### config.mk
export PLATFORM = sky130hd
export DESIGN_NAME = crc16_serial_arb
export DESIGN_NICKNAME = d
export VERILOG_FILES = /design/src/rtl/crc16_serial_arb.sv
export SDC_FILE = /design/constraint.sdc
export NUM_CORES = 1
export LEC_CHECK = 0
export ABC_CLOCK_PERIOD_IN_PS = 3000
export CORE_ASPECT_RATIO = 0.7
export CORE_MARGIN = 1.5
export CORE_UTILIZATION = 50
export CTS_CLUSTER_DIAMETER = 80
export DETAILED_ROUTE_END_ITERATION = 12
export MAX_ROUTING_LAYER = met4
export PLACE_DENSITY = 0.84
export SLEW_MARGIN = 30
export SYNTH_ARGS = -nofsm -noshare
export SYNTH_HDL_FRONTEND = slang
export SYNTH_SLANG_ARGS = --single-unit
export TNS_END_PERCENT = 30
### constraint.sdc
create_clock -name clk -period 3 [get_ports clk]
set_clock_uncertainty 0.05 [all_clocks]
set_input_delay 0.6 -clock clk [delete_from_list [all_inputs] [get_ports clk]]
set_output_delay 0.6 -clock clk [all_outputs]
set_load 0.02 [all_outputs]
### src/rtl/crc16_serial_arb.sv
// Two-requester round-robin front end feeding a bit-serial CRC-16 (poly 0x1021, MSB first).
// Define CRC16_ARB_SEED_ONES_EN to seed the CRC with 16'hFFFF instead of 16'h0000.
module crc16_serial_arb (
    input  logic        clk,
    input  logic        rst_n,
    input  logic        req0_valid,
    input  logic [31:0] req0_data,
    output logic        req0_ready,
    input  logic        req1_valid,
    input  logic [31:0] req1_data,
    output logic        req1_ready,
    output logic        rsp_valid,
    output logic        rsp_id,
    output logic [15:0] rsp_crc,
    input  logic        rsp_ready,
    output logic        busy
);

    localparam int DATA_W = 32;
    localparam int CRC_W  = 16;
    localparam logic [CRC_W-1:0] POLY = 16'h1021;
`ifdef CRC16_ARB_SEED_ONES_EN
    localparam logic [CRC_W-1:0] SEED = 16'hFFFF;
`else
    localparam logic [CRC_W-1:0] SEED = 16'h0000;
`endif

    typedef enum logic [1:0] {IDLE, SHIFT, DONE} state_t;

    state_t            state;
    logic [DATA_W-1:0] shreg;
    logic [CRC_W-1:0]  crc;
    logic [4:0]        cnt;
    logic              last;
    logic              grant0;
    logic              grant1;
    logic              accept;

    function automatic logic [CRC_W-1:0] crc_step(input logic [CRC_W-1:0] c, input logic b);
        logic fb;
        fb = b ^ c[CRC_W-1];
        return {c[CRC_W-2:0], 1'b0} ^ (fb ? POLY : {CRC_W{1'b0}});
    endfunction

    // On contention the requester not served last wins; 'last' resets to 1 so requester 0 wins first.
    assign grant0     = req0_valid & (~req1_valid | last);
    assign grant1     = req1_valid & (~req0_valid | ~last);
    assign req0_ready = (state == IDLE) & grant0;
    assign req1_ready = (state == IDLE) & grant1;
    assign accept     = req0_ready | req1_ready;
    assign rsp_crc    = crc;

    always_ff @(posedge clk or negedge rst_n) begin
        if (!rst_n) begin
            state     <= IDLE;
            shreg     <= '0;
            crc       <= '0;
            cnt       <= '0;
            rsp_id    <= 1'b0;
            rsp_valid <= 1'b0;
            busy      <= 1'b0;
            last      <= 1'b1;
        end else begin
            case (state)
                IDLE: begin
                    if (accept) begin
                        shreg  <= req1_ready ? req1_data : req0_data;
                        crc    <= SEED;
                        cnt    <= '0;
                        rsp_id <= req1_ready;
                        busy   <= 1'b1;
                        state  <= SHIFT;
                    end
                end
                SHIFT: begin
                    crc   <= crc_step(crc, shreg[DATA_W-1]);
                    shreg <= {shreg[DATA_W-2:0], 1'b0};
                    cnt   <= cnt + 5'd1;
                    if (cnt == 5'd31) begin
                        rsp_valid <= 1'b1;
                        state     <= DONE;
                    end
                end
                DONE: begin
                    if (rsp_ready) begin
                        rsp_valid <= 1'b0;
                        busy      <= 1'b0;
                        last      <= rsp_id;
                        state     <= IDLE;
                    end
                end
                default: begin
                    rsp_valid <= 1'b0;
                    busy      <= 1'b0;
                    state     <= IDLE;
                end
            endcase
        end
    end

endmodule

=== Yosys cells after proc, flatten, opt, wreduce, memory -nomap -nowiden ===
Index checks and enable logic that the tools add are counted.

* Bits in registers: 59
* Word-level logic and storage cells: 54

* Add/subtract/negate cells: 1
* Equality and inequality tests: 6
* Mux-type cells: 17
* Bitwise logic cells: 14
* Reductions and logical operators: 8

{| class="wikitable"
|+ Operators with widths
! kind !! number
|-
| $mux W32 || 2
|-
| $pmux W32 S2 || 1
|-
| $pmux W16 S2 || 1
|-
| $mux W16 || 1
|-
| $xor A16 B13 Y16 || 1
|-
| $mux W13 || 1
|-
| $pmux W5 S2 || 1
|-
| $reduce_and A3 Y1 || 3
|-
| $mux W2 || 3
|-
| $ne A2 B2 Y1 const B || 3
|-
| $pmux W1 S3 || 2
|-
| $pmux W2 S3 || 1
|-
| $reduce_and A2 Y1 || 3
|-
| $add A5 B1 Y5 const B || 1
|-
| $eq A5 B5 Y1 const B || 1
|-
| $mux W5 || 1
|-
| $not A1 Y1 || 5
|-
| $and A1 B1 Y1 || 4
|-
| $mux W1 || 3
|-
| $or A1 B1 Y1 || 3
|-
| $eq A2 B1 Y1 const B || 1
|-
| $eq A2 B2 Y1 const B || 1
|-
| $logic_not A2 Y1 || 1
|-
| $reduce_bool A2 Y1 || 1
|-
| $xor A1 B1 Y1 || 1
|}

=== Depth between registers and ports, before layout ===
Gate-level depths: netlist of the first run.

* Depth in word-level cells: 7
* Gate-level depth with buffers: 6
* Depth with buffers taken out: 5

=== Worst setup path after synthesis of the first run ===
Ideal clock, no wire load.

* Path type: input -> output
* From: in req1_valid
* To: out req0_ready
* Data arrival time: 1.350 ns
* Required time: 2.350 ns
* Slack: 1.000 ns
* Stages on the path: 4
* Cells stage by stage: a21boi_1 > buf_4 > buf_4 > nor2_1

* Longest elaborated chain between the ends: 4

{| class="wikitable"
|+ RTL lines
! element !! RTL line !! RTL
|-
| from (decl) || 9 || <nowiki>input logic req1_valid,</nowiki>
|-
| $not A1 Y1 || 46 || <nowiki>assign grant0 = req0_valid & (~req1_valid | last);</nowiki>
|-
| $or A1 B1 Y1 || 46 ||
|-
| $and A1 B1 Y1 || 46 ||
|-
| $and A1 B1 Y1 || 48 || <nowiki>assign req0_ready = (state == IDLE) & grant0;</nowiki>
|-
| to (decl) || 8 || <nowiki>output logic req0_ready,</nowiki>
|}

No other way between the ends.

=== Worst setup path in the final report of the first run ===
Same ends and word-level chain as after synthesis.

==> impl_metrics.env, run 1 <==
export IMPL_outcome="finished clean"
export IMPL_maximum_number_of_pins_on_one_net_before_global_route_repair=34
export IMPL_starting_density_of_the_core_pct=52.9
export IMPL_io_pins=90
export IMPL_numClockSinks=59
export IMPL_nNetsFinal=430
export IMPL_place_gp_congestion=0.772
export IMPL_report_final_setup_viol=0
export IMPL_timing_max_cap_violations=0
export IMPL_setup_total_negative_slack_ns=0
export IMPL_worstMarginPinSlew_ns=0.721
export IMPL_areaGrowthSynthToFinish_pct=36.5
export IMPL_holdBufCountCts=0
export IMPL_netlist_area_leader_share_pct=47.0
export IMPL_asyncSetResetFlopFracSynth_pct=100
export IMPL_power_leakage_nw=2.00
export IMPL_fp_dieH_microns=68.8
export IMPL_synthesis_nets=339
export IMPL_dpl_hpwl_mm=4.85
export IMPL_drive_gt1_share_pct=17.3
export IMPL_ctsResizeCount=0
export IMPL_yosys_top_cells_area="dfrtp_1 47%, a221oi_2 15%, mux2i_1 10%, a22o_1 5.1%, nor2_1 4.3%"
export IMPL_avgSynthCellArea_sq_um=11.5
export IMPL_peak_clock_frequency_supported_by_timing_ghz=0.354
export IMPL_syn_cell_area_sq_mm=0.00309
export IMPL_final_max_slew_violation_count=0
export IMPL_detail_route_vias_per_cell=5.41
export IMPL_post_synth_top_area_cell="dfrtp_1"
export IMPL_grt_setup_unrepaired="no"
export IMPL_crit_slowest_cell="clkdlybuf4s50_1"
export IMPL_routed_wirelength_mm=6.55
export IMPL_p_per_area_mw_per_mm2=881
export IMPL_via_count=2373
export IMPL_dpl_cell_count=423
export IMPL_placeableCoreArea_sq_mm=0.00584
export IMPL_fin_crit_sh_pct=94.3
export IMPL_instances_no_fill=439
export IMPL_synth_sequential_area_ratio_pct=47.9
export IMPL_clock_tree_buffer_depth=2
export IMPL_crit_path_max_incr_delay_ns=0.61
export IMPL_worstSkewPairLatency_ns=0.33
export IMPL_finalCriticalPeriod_ns=2.83
export IMPL_die_area_sq_mm=0.00666
export IMPL_synth_most_common_cell="dfrtp_1"
export IMPL_netlist_cell_type_count=34
export IMPL_route_detailed_wl_per_inst_microns=14.9
export IMPL_antenna_left=0
export IMPL_critical_path_required_ns=2.35
export IMPL_critPathCaptureType="output port"
export IMPL_number_of_antenna_violations_at_the_first_check_in_global_routing=0
export IMPL_clk_root_buffer_cell="clkbuf_8"
export IMPL_portBuffers=89
export IMPL_synth_enable_flop_cells=0
export IMPL_yosysWarnings=0
export IMPL_synth_top_flop_cell="dfrtp_1"
export IMPL_worst_ir_drop_vdd_mv=0.532
export IMPL_detail_route_drc_violations=0
export IMPL_ys_ff_latch=59
export IMPL_worst_ep_arrival_time_ns=2.18
export IMPL_detailedRoute_firstIterationViolations=98
export IMPL_first_global_vias=2286
export IMPL_rrSetupSlack_ns=1.17
export IMPL_timing_worst_setup_path_type="in2out"
export IMPL_netlist_top_cells_count="58 x dfrtp_1, 35 x nor2_1, 34 x inv_1, 32 x mux2i_1, 30 x a221oi_2"
export IMPL_clk_pin_slew_worst_paths_ns=0.06
export IMPL_htreeDepth=3
export IMPL_tritoncts="yes"
export IMPL_grt_usage_pct=21.4
export IMPL_timing_final_hold_violations=0
export IMPL_crit_path_cell_trace="clkdlybuf4s50_1, nor2_1, or2_1, nor2_1, clkdlybuf4s50_1"
export IMPL_min_delay_path_class="in2async"
export IMPL_first_pass_grt_wire_length_mm=10.8
export IMPL_synthCells=268
export IMPL_cp_top_family="buffers and inverters"
export IMPL_antenna_diode_count=0
export IMPL_max_slew_margin_rel_pct=51.9
export IMPL_fp_dieW_microns=96.9
export IMPL_post_cts_setup_buffers=0
export IMPL_hold_worst_slack_ns=0.277
export IMPL_cts_buffers_inserted=9
export IMPL_globalRoute_totalOverflow=0
export IMPL_num_rows=23
export IMPL_critPathMaxFanout=4
export IMPL_count_of_buffering_cells_on_the_critical_path_with_inverters_included=2
export IMPL_cp_startpoint_kind="input pin"
export IMPL_detail_route_first_pass_iterations=4
[cells in the final DEF, fill, tap and decap left out, types with 2 or more instances in the layout]
| cell type | Yosys | routed |
|---|---|---|
| a21oi_1 | 2 | 2 |
| a221oi_2 | 30 | 30 |
| a22o_1 | 18 | 18 |
| buf_4 | 8 | 12 |
| clkbuf_8 | 0 | 10 |
| clkdlybuf4s50_1 | 0 | 88 |
| clkinv_2 | 0 | 3 |
| dfrtp_1 | 58 | 58 |
| ha_1 | 2 | 2 |
| inv_1 | 34 | 34 |
| mux2i_1 | 32 | 32 |
| nand2_1 | 4 | 4 |
| nand2b_1 | 2 | 2 |
| nor2_1 | 35 | 35 |
| o21ai_0 | 2 | 2 |
| o21ai_1 | 4 | 4 |
| o31ai_1 | 2 | 2 |
| or2_1 | 4 | 3 |
| xor2_1 | 3 | 3 |
[area by class of cell]
type	instances	area, sq um
clock buffer	11	141
inverter	34	128
fill	416	1630
sequential	59	1480
multi-input combinational	154	1350
tap	75	93.8
timing repair buffer	101	976
clock inverter	5	52.6
[flip-flops by register name, summed over array words and instances (netlist names)]
signal and count:
cnt 5, state 2, rsp_crc 16, shreg 32
rsp_id 1, busy 1, rsp_valid 1, last 1
[cells by family after synthesis]
family,count (synthesis),synth area share [%]
compound gates,65,23.6
fa+ha+maj,2,0.810
xor+xnor,3,0.851
mux,33,10.7
flops,59,47.9
simple gates,51,7.29
buf+inv,55,8.87
[through the flow]
step	instance area [sq um]	utilization (%)	setup WS [ns]	power, W
2_1_floorplan	3090	-	1.00	0.00248
3_3_place_gp	4020	68.9	0.241	0.00297
3_5_place_dp	4020	68.9	0.184	0.00304
4_1_cts	4220	72.2	0.180	0.00375
5_1_grt	4220	72.2	0.0994	0.00397
6_report	4220	72.2	0.171	0.00371
[report_power, final]
part / leakage [nW] / internal, W / switching, W
Clock: 0.0991 / 0.000402 / 0.000294
Combinational: 1.21 / 0.000810 / 0.000794
Sequential: 0.691 / 0.00117 / 0.000245
Total: 2.00 / 0.00238 / 0.00133
[worst paths after layout]
path,to,startpoint,cells after the start
setup reg to reg,shreg[6]$_DFFE_PN0P_,state[1]$_DFFE_PN0P_,5
max in group asynchronous,last$_DFFE_PN1P_,rst_n,2
setup / recovery,req0_ready,req1_valid,5
min in group clk,cnt[0]$_DFFE_PN0P_,cnt[0]$_DFFE_PN0P_,1
hold / removal,rsp_crc[0]$_DFFE_PN0P_,rst_n,1
hold reg to reg,cnt[0]$_DFFE_PN0P_,cnt[0]$_DFFE_PN0P_,1
[per-layer routing]
layer  vias to the layer above  part of all wire, %  track usage, %
met1                      1146                   49            27.9
met5                         -                    0               -
met3                         5                  5.1            6.85
met2                        74                   46            33.1
li1                       1148                    -               -
met4                         0                 0.52            5.25
Note: power is estimated with default switching activity, not from simulation.
==> inputs of run 2 (changes only) <==
==> constraint.sdc (replaced) <==
create_clock -name clk -period 3 [get_ports clk]
set_clock_uncertainty 0.05 [all_clocks]
set_input_delay 0.6 -clock clk [delete_from_list [all_inputs] [get_ports clk]]
set_output_delay 0.6 -clock clk [all_outputs]
set_load 0.005 [all_outputs]
==> impl_metrics.env, run 2 (synthesized netlist as in run 1, its figures left out) <==
export IMPL_crit_slowest_cell="clkdlybuf4s50_1"
export IMPL_crit_path_max_incr_delay_ns=0.58
export IMPL_fp_dieH_microns=68.8
export IMPL_timing_worst_setup_path_type="in2out"
export IMPL_routed_wirelength_mm=6.55
export IMPL_num_rows=23
export IMPL_drive_gt1_share_pct=16.5
export IMPL_maximum_number_of_pins_on_one_net_before_global_route_repair=36
export IMPL_detailedRoute_firstIterationViolations=86
export IMPL_fp_dieW_microns=96.9
export IMPL_timing_max_cap_violations=0
export IMPL_via_count=2325
export IMPL_dpl_cell_count=422
export IMPL_tritoncts="yes"
export IMPL_antenna_left=0
export IMPL_number_of_antenna_violations_at_the_first_check_in_global_routing=0
export IMPL_worstSkewPairLatency_ns=0.33
export IMPL_largest_register_ff_count=32
export IMPL_place_ws_ns=0.227
export IMPL_cp_startpoint_kind="input pin"
export IMPL_fin_crit_sh_pct=92.6
export IMPL_final_cell_mix="88 x clkdlybuf4s50_1, 58 x dfrtp_1, 35 x nor2_1"
export IMPL_top_register="shreg"
export IMPL_final_core_util_pct=72.3
export IMPL_areaGrowthSynthToFinish_pct=36.8
export IMPL_report_final_setup_viol=0
export IMPL_max_slew_margin_rel_pct=50.8
export IMPL_setup_total_negative_slack_ns=0
export IMPL_first_global_vias=2243
export IMPL_worst_ep_arrival_time_ns=2.13
export IMPL_clk_pin_slew_worst_paths_ns=0.06
export IMPL_dpl_hpwl_mm=4.85
export IMPL_starting_density_of_the_core_pct=52.9
export IMPL_count_of_buffering_cells_on_the_critical_path_with_inverters_included=2
export IMPL_cp_top_family="buffers and inverters"
export IMPL_outcome="finished clean"
export IMPL_first_pass_grt_wire_length_mm=10.6
export IMPL_grt_usage_pct=21.2
export IMPL_smallest_setup_slack_after_layout_ns=0.222
export IMPL_post_cts_setup_buffers=0
export IMPL_cts_buffers_inserted=9
export IMPL_p_per_area_mw_per_mm2=850
export IMPL_multiInputGateArea_sq_mm=0.00135
export IMPL_route_detailed_wl_per_inst_microns=15.0
export IMPL_io_pins=90
export IMPL_critPathMaxFanout=4
export IMPL_final_max_slew_violation_count=0
export IMPL_fillerInstances=422
export IMPL_detail_route_vias_per_cell=5.31
export IMPL_antenna_diode_count=0
export IMPL_grt_setup_unrepaired="no"
export IMPL_finalCriticalPeriod_ns=2.78
export IMPL_critPathCaptureType="output port"
export IMPL_place_gp_congestion=0.771
export IMPL_die_area_sq_mm=0.00666
export IMPL_worst_ir_drop_vdd_mv=0.454
export IMPL_ctsResizeCount=0
export IMPL_worstMarginPinSlew_ns=0.737
export IMPL_portBuffers=89
export IMPL_htreeDepth=3
export IMPL_clock_tree_buffer_depth=2
export IMPL_globalRoute_totalOverflow=0
export IMPL_layout_commonest_cell="clkdlybuf4s50_1"
export IMPL_peak_clock_frequency_supported_by_timing_ghz=0.360
export IMPL_crit_path_cell_trace="clkdlybuf4s50_1, nor2_1, or2_1, nor2_1, clkdlybuf4s50_1"
export IMPL_min_delay_path_class="in2async"
export IMPL_detail_route_drc_violations=0
export IMPL_timing_final_hold_violations=0
export IMPL_holdBufCountCts=0
export IMPL_clk_root_buffer_cell="clkbuf_8"
export IMPL_final_seq_area_sq_mm=0.00148
export IMPL_nNetsFinal=429
export IMPL_power_leakage_nw=2.00
export IMPL_detail_route_first_pass_iterations=4
export IMPL_critical_path_required_ns=2.35
export IMPL_placeableCoreArea_sq_mm=0.00584
export IMPL_numClockSinks=59
export IMPL_instances_no_fill=438
-- run 2: cell types whose count changed in the layout (fill, tap and decap cells not counted), sizes merged --
cell | before | now
clkbuf | 11 | 14
clkinv | 3 | 1
buf | 13 | 12
clkinvlp | 1 | 0
-- run 2: layout make-up --
cell class	count	area share [%]
tap	75	2.22
sequential	59	35.0
multi-input combinational	154	31.9
timing repair buffer	100	23.2
clock inverter	2	0.829
clock buffer	14	3.85
inverter	34	3.02
-- run 2: final timing paths --
kind / start / endpoint / slack, ns / cells after the start
hold reg to reg: cnt[0]$_DFFE_PN0P_ / cnt[0]$_DFFE_PN0P_ / 0.47 / 1
max in group asynchronous: rst_n / last$_DFFE_PN1P_ / 1.88 / 2
setup / recovery: req0_valid / req0_ready / 0.22 / 5
setup reg to reg: state[1]$_DFFE_PN0P_ / shreg[6]$_DFFE_PN0P_ / 1.22 / 5
hold / removal: rst_n / rsp_crc[0]$_DFFE_PN0P_ / 0.28 / 1
min in group clk: cnt[0]$_DFFE_PN0P_ / cnt[0]$_DFFE_PN0P_ / 0.47 / 1
-- run 2: power by group --
group          internal (W)  switching (W)
combinational      0.000809       0.000643
sequential          0.00117       0.000252
clock              0.000429       0.000287
total               0.00241        0.00118
-- run 2: per-stage QoR --
step,hold slack [ns],total power [W],cell area (sq um)
6_report,0.280,0.00359,4230
5_1_grt,0.330,0.00383,4230
4_1_cts,0.295,0.00362,4230
3_5_place_dp,0.444,0.00289,4030
3_3_place_gp,0.441,0.00283,4030
2_1_floorplan,0.254,0.00233,3090
-- run 2: per-layer routing --
layer  routed length, microns  GRT usage, %  up-vias
met5                        0             -        -
met4                       26          6.70        0
met3                      427          7.46        4
met2                     3080          33.3       78
met1                     3020          26.2     1095
li1                         -             -     1148
